===== config.mk =====
export PLATFORM = sky130hd
export DESIGN_NAME = tile_sequencer
export DESIGN_NICKNAME = d
export VERILOG_FILES = /design/src/rtl/tile_sequencer.sv
export SDC_FILE = /design/constraint.sdc
export NUM_CORES = 1
export LEC_CHECK = 0
export BUFFER_PORTS_ARGS = -buffer_cell sky130_fd_sc_hd__clkbuf_2
export CAP_MARGIN = 20
export CORE_ASPECT_RATIO = 0.75
export CORE_MARGIN = 2
export CORE_UTILIZATION = 55
export DETAILED_ROUTE_END_ITERATION = 16
export PLACE_DENSITY = 0.85
export SETUP_SLACK_MARGIN = 0.5
export SKIP_CTS_REPAIR_TIMING = 1
export SLEW_MARGIN = 20
export SYNTH_ARGS = -nofsm -noshare
export SYNTH_HDL_FRONTEND = slang
export SYNTH_SLANG_ARGS = --single-unit

===== constraint.sdc =====
create_clock -name clk -period 11.07 [get_ports clk]
set_input_delay 2.214 -clock clk [delete_from_list [all_inputs] [get_ports clk]]
set_output_delay 2.214 -clock clk [all_outputs]
set_load 0.05 [all_outputs]

===== src/rtl/tile_sequencer.sv =====
// Tile sequencer: streams one tile of reference/query words into the aligner BRAMs,
// runs the aligner core, then advances the pointers by the deltas the core reports.
module tile_sequencer #(
    parameter int REF_LEN_WIDTH     = 16,
    parameter int QUERY_LEN_WIDTH   = 16,
    parameter int LOG_MAX_TILE_SIZE = 9,
    parameter int MARKER            = 506
) (
    input  logic                         clk,
    input  logic                         rst_n,
    input  logic                         cfg_valid,
    output logic                         cfg_ready,
    input  logic [REF_LEN_WIDTH-1:0]     total_ref_length,
    input  logic [QUERY_LEN_WIDTH-1:0]   total_query_length,
    output logic                         ref_rd_en,
    output logic [REF_LEN_WIDTH-3:0]     ref_rd_addr,
    input  logic [31:0]                  ref_rd_data,
    output logic                         query_rd_en,
    output logic [QUERY_LEN_WIDTH-3:0]   query_rd_addr,
    input  logic [31:0]                  query_rd_data,
    output logic                         ref_wr_en,
    output logic                         query_wr_en,
    output logic [LOG_MAX_TILE_SIZE-3:0] ref_addr_in,
    output logic [LOG_MAX_TILE_SIZE-3:0] query_addr_in,
    output logic [31:0]                  ref_bram_data_in,
    output logic [31:0]                  query_bram_data_in,
    output logic                         core_start,
    output logic                         core_rst,
    input  logic                         core_stop,
    output logic [1:0]                   ref_start_offset,
    output logic [1:0]                   query_start_offset,
    output logic [1:0]                   init_state,
    output logic                         last_tile,
    input  logic [REF_LEN_WIDTH-1:0]     ref_next_tile_addr,
    input  logic [QUERY_LEN_WIDTH-1:0]   query_next_tile_addr,
    input  logic [1:0]                   next_tile_init_state,
    output logic                         busy,
    output logic                         done,
    output logic                         err,
    output logic [15:0]                  tile_count
);
    localparam int KW = LOG_MAX_TILE_SIZE - 2;
    localparam logic [KW-1:0]              K_LAST       = KW'(MARKER / 4 - 1);
    localparam logic [REF_LEN_WIDTH-1:0]   REF_MARKER   = REF_LEN_WIDTH'(MARKER);
    localparam logic [QUERY_LEN_WIDTH-1:0] QUERY_MARKER = QUERY_LEN_WIDTH'(MARKER);

    typedef enum logic [2:0] {IDLE, LOAD, DRAIN, RUN, CRST, ADVANCE} state_t;

    state_t                       state_reg, state_next;
    logic [REF_LEN_WIDTH-1:0]     ref_pos_reg, ref_total_reg, ref_delta_reg;
    logic [QUERY_LEN_WIDTH-1:0]   query_pos_reg, query_total_reg, query_delta_reg;
    logic [KW-1:0]                k_reg, wr_addr_reg;
    logic                         wr_en_reg, last_tile_reg, done_reg, err_reg;
    logic [1:0]                   cap_state_reg, init_state_reg, ref_off_reg, query_off_reg;
    logic [15:0]                  tile_count_reg;

    logic [REF_LEN_WIDTH:0]       ref_sum;
    logic [QUERY_LEN_WIDTH:0]     query_sum;
    logic [REF_LEN_WIDTH-1:0]     ref_new, ref_total_sel, ref_pos_sel;
    logic [QUERY_LEN_WIDTH-1:0]   query_new, query_total_sel, query_pos_sel;
    logic                         last_next, no_progress, terminate;

    // Saturating pointer advance: a carry out clamps to all-ones.
    assign ref_sum   = {1'b0, ref_pos_reg} + {1'b0, ref_delta_reg};
    assign query_sum = {1'b0, query_pos_reg} + {1'b0, query_delta_reg};
    assign ref_new   = ref_sum[REF_LEN_WIDTH] ? '1 : ref_sum[REF_LEN_WIDTH-1:0];
    assign query_new = query_sum[QUERY_LEN_WIDTH] ? '1 : query_sum[QUERY_LEN_WIDTH-1:0];

    // last_tile is evaluated against the pointers the next LOAD will use.
    always_comb begin
        ref_total_sel   = (state_reg == IDLE) ? total_ref_length   : ref_total_reg;
        query_total_sel = (state_reg == IDLE) ? total_query_length : query_total_reg;
        ref_pos_sel     = (state_reg == IDLE) ? '0 : ref_new;
        query_pos_sel   = (state_reg == IDLE) ? '0 : query_new;
        last_next = (ref_pos_sel >= ref_total_sel) ||
                    ((ref_total_sel - ref_pos_sel) <= REF_MARKER) ||
                    (query_pos_sel >= query_total_sel) ||
                    ((query_total_sel - query_pos_sel) <= QUERY_MARKER);
    end

    assign no_progress = (ref_delta_reg == '0) && (query_delta_reg == '0) && !last_tile_reg;
    assign terminate   = last_tile_reg || (ref_new >= ref_total_reg) || (query_new >= query_total_reg);

    always_comb begin
        state_next = state_reg;
        case (state_reg)
            IDLE:    if (cfg_valid) state_next = LOAD;
            LOAD:    if (k_reg == K_LAST) state_next = DRAIN;
            DRAIN:   state_next = RUN;
            RUN:     if (core_stop) state_next = CRST;
            CRST:    state_next = ADVANCE;
            ADVANCE: state_next = (no_progress || terminate) ? IDLE : LOAD;
            default: state_next = IDLE;
        endcase
    end

    always_ff @(posedge clk or negedge rst_n) begin
        if (!rst_n) begin
            state_reg       <= IDLE;
            ref_pos_reg     <= '0;
            query_pos_reg   <= '0;
            ref_total_reg   <= '0;
            query_total_reg <= '0;
            ref_delta_reg   <= '0;
            query_delta_reg <= '0;
            k_reg           <= '0;
            wr_addr_reg     <= '0;
            wr_en_reg       <= 1'b0;
            last_tile_reg   <= 1'b0;
            done_reg        <= 1'b0;
            err_reg         <= 1'b0;
            cap_state_reg   <= '0;
            init_state_reg  <= 2'd3;
            ref_off_reg     <= '0;
            query_off_reg   <= '0;
            tile_count_reg  <= '0;
        end else begin
            state_reg   <= state_next;
            // BRAM write trails the read by the one-cycle read latency.
            wr_en_reg   <= (state_reg == LOAD);
            wr_addr_reg <= k_reg;
            done_reg    <= 1'b0;
            err_reg     <= 1'b0;
            case (state_reg)
                IDLE: if (cfg_valid) begin
                    ref_total_reg   <= total_ref_length;
                    query_total_reg <= total_query_length;
                    ref_pos_reg     <= '0;
                    query_pos_reg   <= '0;
                    init_state_reg  <= 2'd3;
                    tile_count_reg  <= '0;
                    ref_off_reg     <= '0;
                    query_off_reg   <= '0;
                    last_tile_reg   <= last_next;
                    k_reg           <= '0;
                end
                LOAD: k_reg <= (k_reg == K_LAST) ? '0 : k_reg + 1'b1;
                RUN: if (core_stop) begin
                    ref_delta_reg   <= ref_next_tile_addr;
                    query_delta_reg <= query_next_tile_addr;
                    cap_state_reg   <= next_tile_init_state;
                end
                ADVANCE: begin
                    ref_pos_reg    <= ref_new;
                    query_pos_reg  <= query_new;
                    init_state_reg <= cap_state_reg;
                    tile_count_reg <= tile_count_reg + 16'd1;
                    if (no_progress) begin
                        done_reg <= 1'b1;
                        err_reg  <= 1'b1;
                    end else if (terminate) begin
                        done_reg <= 1'b1;
                    end else begin
                        ref_off_reg   <= ref_new[1:0];
                        query_off_reg <= query_new[1:0];
                        last_tile_reg <= last_next;
                    end
                end
                default: ;
            endcase
        end
    end

    assign cfg_ready          = (state_reg == IDLE);
    assign busy               = (state_reg != IDLE);
    assign ref_rd_en          = (state_reg == LOAD);
    assign query_rd_en        = (state_reg == LOAD);
    assign ref_rd_addr        = ref_pos_reg[REF_LEN_WIDTH-1:2] + {{(REF_LEN_WIDTH-2-KW){1'b0}}, k_reg};
    assign query_rd_addr      = query_pos_reg[QUERY_LEN_WIDTH-1:2] + {{(QUERY_LEN_WIDTH-2-KW){1'b0}}, k_reg};
    assign ref_wr_en          = wr_en_reg;
    assign query_wr_en        = wr_en_reg;
    assign ref_addr_in        = wr_addr_reg;
    assign query_addr_in      = wr_addr_reg;
    assign ref_bram_data_in   = ref_rd_data;
    assign query_bram_data_in = query_rd_data;
    assign core_start         = (state_reg == RUN);
    // The aligner is held in reset whenever the sequencer itself is.
    assign core_rst           = !rst_n || (state_reg == CRST);
    assign ref_start_offset   = ref_off_reg;
    assign query_start_offset = query_off_reg;
    assign init_state         = init_state_reg;
    assign last_tile          = last_tile_reg;
    assign done               = done_reg;
    assign err                = err_reg;
    assign tile_count         = tile_count_reg;
endmodule


==> Word level (Yosys, flattened, before mapping) <==
Cells that the tools add are included.
{ "word_totals": {"regBits": 141, "latch_bits": 0, "ramBits": 0, "mem_bits_ro": 0, "in_bits": 134, "out_inout_bits": 139, "elab_cells": 102, "memories": 0} }
{ "op_classes": {"add_sub_neg": 8, "mul": 0, "div": 0, "magnitude_cmp": 6, "n_eq_ne": 11, "n_shift": 0, "mux": 36, "bitwise": 0, "reduce_logical": 23} }
{ "ops": {"columns": ["operator", "n"], "rows": [
  ["two-way mux 16 bit", 7],
  ["one-hot mux 16 bit (2 select lines)", 3],
  [">= comparator 16 bit", 4],
  ["adder 16 x 16 -> 17 bit", 2],
  ["<= comparator 16 x 9 -> 1 bit, second input constant", 2],
  ["logical NOT 16 bit", 2],
  ["subtractor 16 bit", 2],
  ["adder 14 x 7 -> 14 bit", 2],
  ["one-hot mux 3 bit (6 select lines)", 1],
  ["adder 16 x 1 -> 16 bit, second input constant", 1],
  ["two-way mux 7 bit", 2],
  ["one-hot mux 7 bit (2 select lines)", 1],
  ["two-way mux 2 bit", 6],
  ["one-hot mux 2 bit (2 select lines)", 3],
  ["two-way mux 1 bit", 9],
  ["two-way mux 3 bit", 3],
  ["AND reduction 2 bit", 4],
  ["adder 7 x 1 -> 7 bit, second input constant", 1],
  ["equality test 7 bit, second input constant", 1],
  ["logical OR 1 bit", 7],
  ["equality test 3 x 2 -> 1 bit, second input constant", 2],
  ["equality test 3 bit, second input constant", 2],
  ["!= test 2 bit, second input constant", 3],
  ["!= test 2 x 1 -> 1 bit, second input constant", 2],
  ["other kinds (9)", 12]
]} }

==> Depth between registers and ports, before layout <==
{ "depth": {"ltp_word": 11, "depth_mapped": 22} }

==> Least setup slack after synthesis <==
No wires, ideal clock.
{ "synth_path": {"kind": "register to output", "startpoint": "register k_reg[0]", "endpoint": "output ref_rd_addr[10]", "arrival_time_ns": 2.877, "required_time_ns": 8.856, "path_slack_ns": 5.979, "path_stages_with_launch": 12, "n_path_buf": 0, "cell_sequence": "dfrtp_1 ha_1 inv_1 fa_1 nor2b_1 o21ai_0 a21boi_0 o21ai_0 a21boi_0 o21a_1 nand3_1 xnor2_1"} }
{ "synth_via": {"elab_chain_len": 1} }
{ "synth_lines": {"columns": ["item", "line_no", "source"], "rows": [
  ["start: declaration", "52", "logic [KW-1:0] k_reg, wr_addr_reg;"],
  ["start signal: assignment", "137", "LOAD: k_reg <= (k_reg == K_LAST) ? '0 : k_reg + 1'b1;"],
  ["adder 14 x 7 -> 14 bit", "168", "assign ref_rd_addr = ref_pos_reg[REF_LEN_WIDTH-1:2] + {{(REF_LEN_WIDTH-2-KW){1'b0}}, k_reg};"],
  ["end: declaration", "16", "output logic [REF_LEN_WIDTH-3:0] ref_rd_addr,"]
]} }
No other way between the ends.

==> Final worst setup path <==
Ends and elaborated chain as after synthesis.

==> summary.md <==
| Metric | Value |
|---|---|
| Vias in the first global route | `9484` |
| Routed wire length | `30000 µm` |
| Synth Net Count | `1566` |
| Crit. Startpoint | `k_reg[0]$_DFFE_PN0P_` |
| Fillcell total | `1681` |
| Pins Over Slew Limit | `0` |
| Synth Flop Type | `dfrtp_1` |
| Clk_lat worst skew | `0.43 ns` |
| PnR worst setup slack | `around 5.3 ns` |
| Worst Path Arrival | `3.53 ns` |
| Post-synth top area cell | `dfrtp_1` |
| DR vias/cell | `between 6 and 7` |
| Status | `complete, no violations` |
| Post-synth EDFFs | `0` |
| Antenna cells | `0` |
| CTS Buf Count | `17` |
| Die W | `168 µm` |
| Final Hold Fails | `0` |
| Core Area | `0.0200 mm²` |
| Drt pass-1 iters | `5` |
| Reg2reg start | `ref_delta_reg[0]$_DFFE_PN0P_` |
| Final ANT Viol Nets | `0` |
| Syn avg cell area | `8.50 µm²` |
| Syn Inst Count | `1313` |
| Largest net degree at the start of global routing | `81` |
| Area contributors post-synth | `dfrtp_1 31%, ha_1 13%, nand2_1 6.3%, o21ai_0 5.8%, buf_4 5.0%` |
| Kind of critical path | `reg2out` |
| Placer Congestion | `approximately 0.92` |
| HPWL after DPL | `22200 µm` |
| Ratio of final minimum period to clock period | `0.519` |
| Antenna violations before repair | `0` |
| Clock Sinks | `141` |
| Reg2Reg Setup Slack | `5.75 ns` |
| Synth warnings | `0` |
| Max Root-Sink Buffers | `2` |
| Final Util | `0.607` |
| #FFs+latches synth | `141` |
| Reg-to-reg critical path endpoint | `last_tile$_DFFE_PN0P_` |
| Achievable frequency | `174 MHz` |
| DRC viols | `0` |
| Top cell type's share of synthesized area | `0.312` |
| Minimum clock period | `5.74 ns` |
| DRT iter0 DRCs | `about 830` |
| Share of the yosys chip area belonging to registers | `0.316` |
| Worst hold path type | `reg2reg` |
| I/O pin cnt | `273` |
| Worst Skew | `about 0.0091 ns` |
| Setup-failing EPs final | `0` |
| Clk pin slew, worst setup/hold paths | `~0.06 ns` |
| DIE AREA | `0.0215 mm²` |
| Synthesized area | `~0.011 mm²` |
| H-tree levels | `4` |
| MaxCap Viol Count | `0` |
| Reg2Reg Depth | `19` |
| First-pass GRT wire length | `48500 µm` |
| Gr usage total | `0.284` |
| Data required, critical path | `8.86 ns` |
| PortBufs | `144` |
| Starting Density | `0.557` |
| Unrepaired setup endpoints after global routing | `false` |
| Place WS | `5.64 ns` |
| Unique cell type count in the Yosys netlist | `71` |
| Critical path destination | `ref_rd_addr[10]` |
| Share of layout cells above drive strength 1 | `0.172` |
| GRT Residual Overflow | `0` |
| Final hold slack | `around 0.47 ns` |
| Vias | `around 10000` |
| Worst Setup End Kind | `primary output` |
| Critical path launch point type | `register` |
| CP peak stage delay | `roughly 0.52 ns` |
| Root buf cell | `clkbuf_16` |
| Hold Crit Depth | `2` |
| CTS tree | `built` |
| Die H | `127 µm` |
| Total negative setup slack | `0 ns` |
| Nets | `1619` |
| CP Cell Sequence | `ha_1, inv_1, fa_1, nor2b_1, o21ai_0, a21boi_0, o21ai_0, a21boi_0, o21a_1, nand3_1, xnor2_1, clkbuf_2` |
| P&R area growth vs syn | `9.01%` |
| Hold path startpoint | `cap_state_reg[0]$_DFFE_PN0P_` |
| Row count | `45` |
| Slowest CP cell | `dfrtp_1` |
| Synth async-reset ratio | `1.00` |
| Drt wl/cell | `around 18 µm` |
| Least-Margin Pin Slew | `0.914 ns` |
| Slew margin rel. | `0.382` |
| Crit-path max FO | `8` |
## cells in the mapped netlist, types with 20 or more instances
master,count
o21ai_0,129
inv_1,67
buf_4,74
clkbuf_1,29
mux2_2,34
nor2_1,71
ha_1,113
dfrtp_1,139
nand2_1,187
a31oi_1,20
nand2b_1,24
nand3_1,40
xor2_1,22
xnor2_1,35
a21oi_1,68
## metal layers
layer	up-vias	track usage	part of all wire
li1	4692	-	-
met4	0	0.0938	0.023
met5	-	0	0
met3	51	0.0663	0.088
met2	490	0.432	0.44
met1	4738	0.400	0.45
## cell type report
cell class,count,area [µm²],area share
Multi-Input combinational cell,986,6630,0.545
Clock inverter,14,194,0.0159
Inverter,67,251,0.0207
Clock buffer,18,429,0.0353
Sequential cell,141,3530,0.290
Timing Repair Buffer,153,807,0.0663
Tap cell,258,323,0.0265
## through the flow
step                std cells  area, µm²
floorplan                1313      11200
global placement         1604      11500
CTS                      1636      12100
detailed placement       1604      11500
finish                   1637      12200
global route             1637      12200
## how the worst min path moves through the flow
stage                                             to  slack (ns)
after floorplan           query_addr_in[6]$_DFF_PN0_        0.43
after global placement     init_state[1]$_DFFE_PN1P_        0.45
after detailed placement   init_state[0]$_DFFE_PN1P_        0.46
after CTS                  init_state[0]$_DFFE_PN1P_        0.48
after global routing       init_state[0]$_DFFE_PN1P_        0.50
final                      init_state[0]$_DFFE_PN1P_        0.47
## logic make-up (layout without fill, tap and decap cells)
logic type,count (synthesis),after routing,synth area share
AND/OR/NAND/NOR,413,413,0.171
AO/OA/AOI/OAI,352,352,0.196
buffers and inverters,186,252,0.0896
flip-flops,141,141,0.316
adder cells (fa/ha/maj),119,119,0.137
XOR/XNOR,57,57,0.0447
multiplexers,45,45,0.0446
## worst max-delay path, delay by kind of cell (launching register included)
family / cells / cell delay, ns
flip-flops: 1 / 0.52
XOR/XNOR: 1 / 0.21
adder cells (fa/ha/maj): 2 / 0.64
AND/OR/NAND/NOR: 2 / 0.29
buffers and inverters: 2 / 0.37
AO/OA/AOI/OAI: 5 / 1.08
## cells in the final DEF, fill, tap and decap left out, types with 5 or more instances in the layout
cell / count
a211oi_1: 11
a21boi_0: 7
a21o_1: 18
a21oi_1: 68
a311oi_1: 5
a31oi_1: 20
and3_1: 8
buf_4: 8
clkbuf_16: 17
clkbuf_2: 143
clkinvlp_4: 5
dfrtp_1: 139
fa_1: 6
ha_1: 113
inv_1: 66
mux2_2: 34
mux2i_1: 10
nand2_1: 187
nand2b_1: 24
nand3_1: 40
nand4_1: 15
nor2_1: 71
nor2b_1: 13
nor3_1: 13
nor4_1: 13
o211ai_1: 15
o21a_1: 13
o21ai_0: 129
o21bai_1: 7
o22ai_1: 6
o2bb2ai_1: 12
o31ai_1: 11
or3_1: 5
xnor2_1: 35
xor2_1: 22
Power is not shown: default switching activity piles up to over one toggle a cycle in this logic, so the estimate is an artifact.
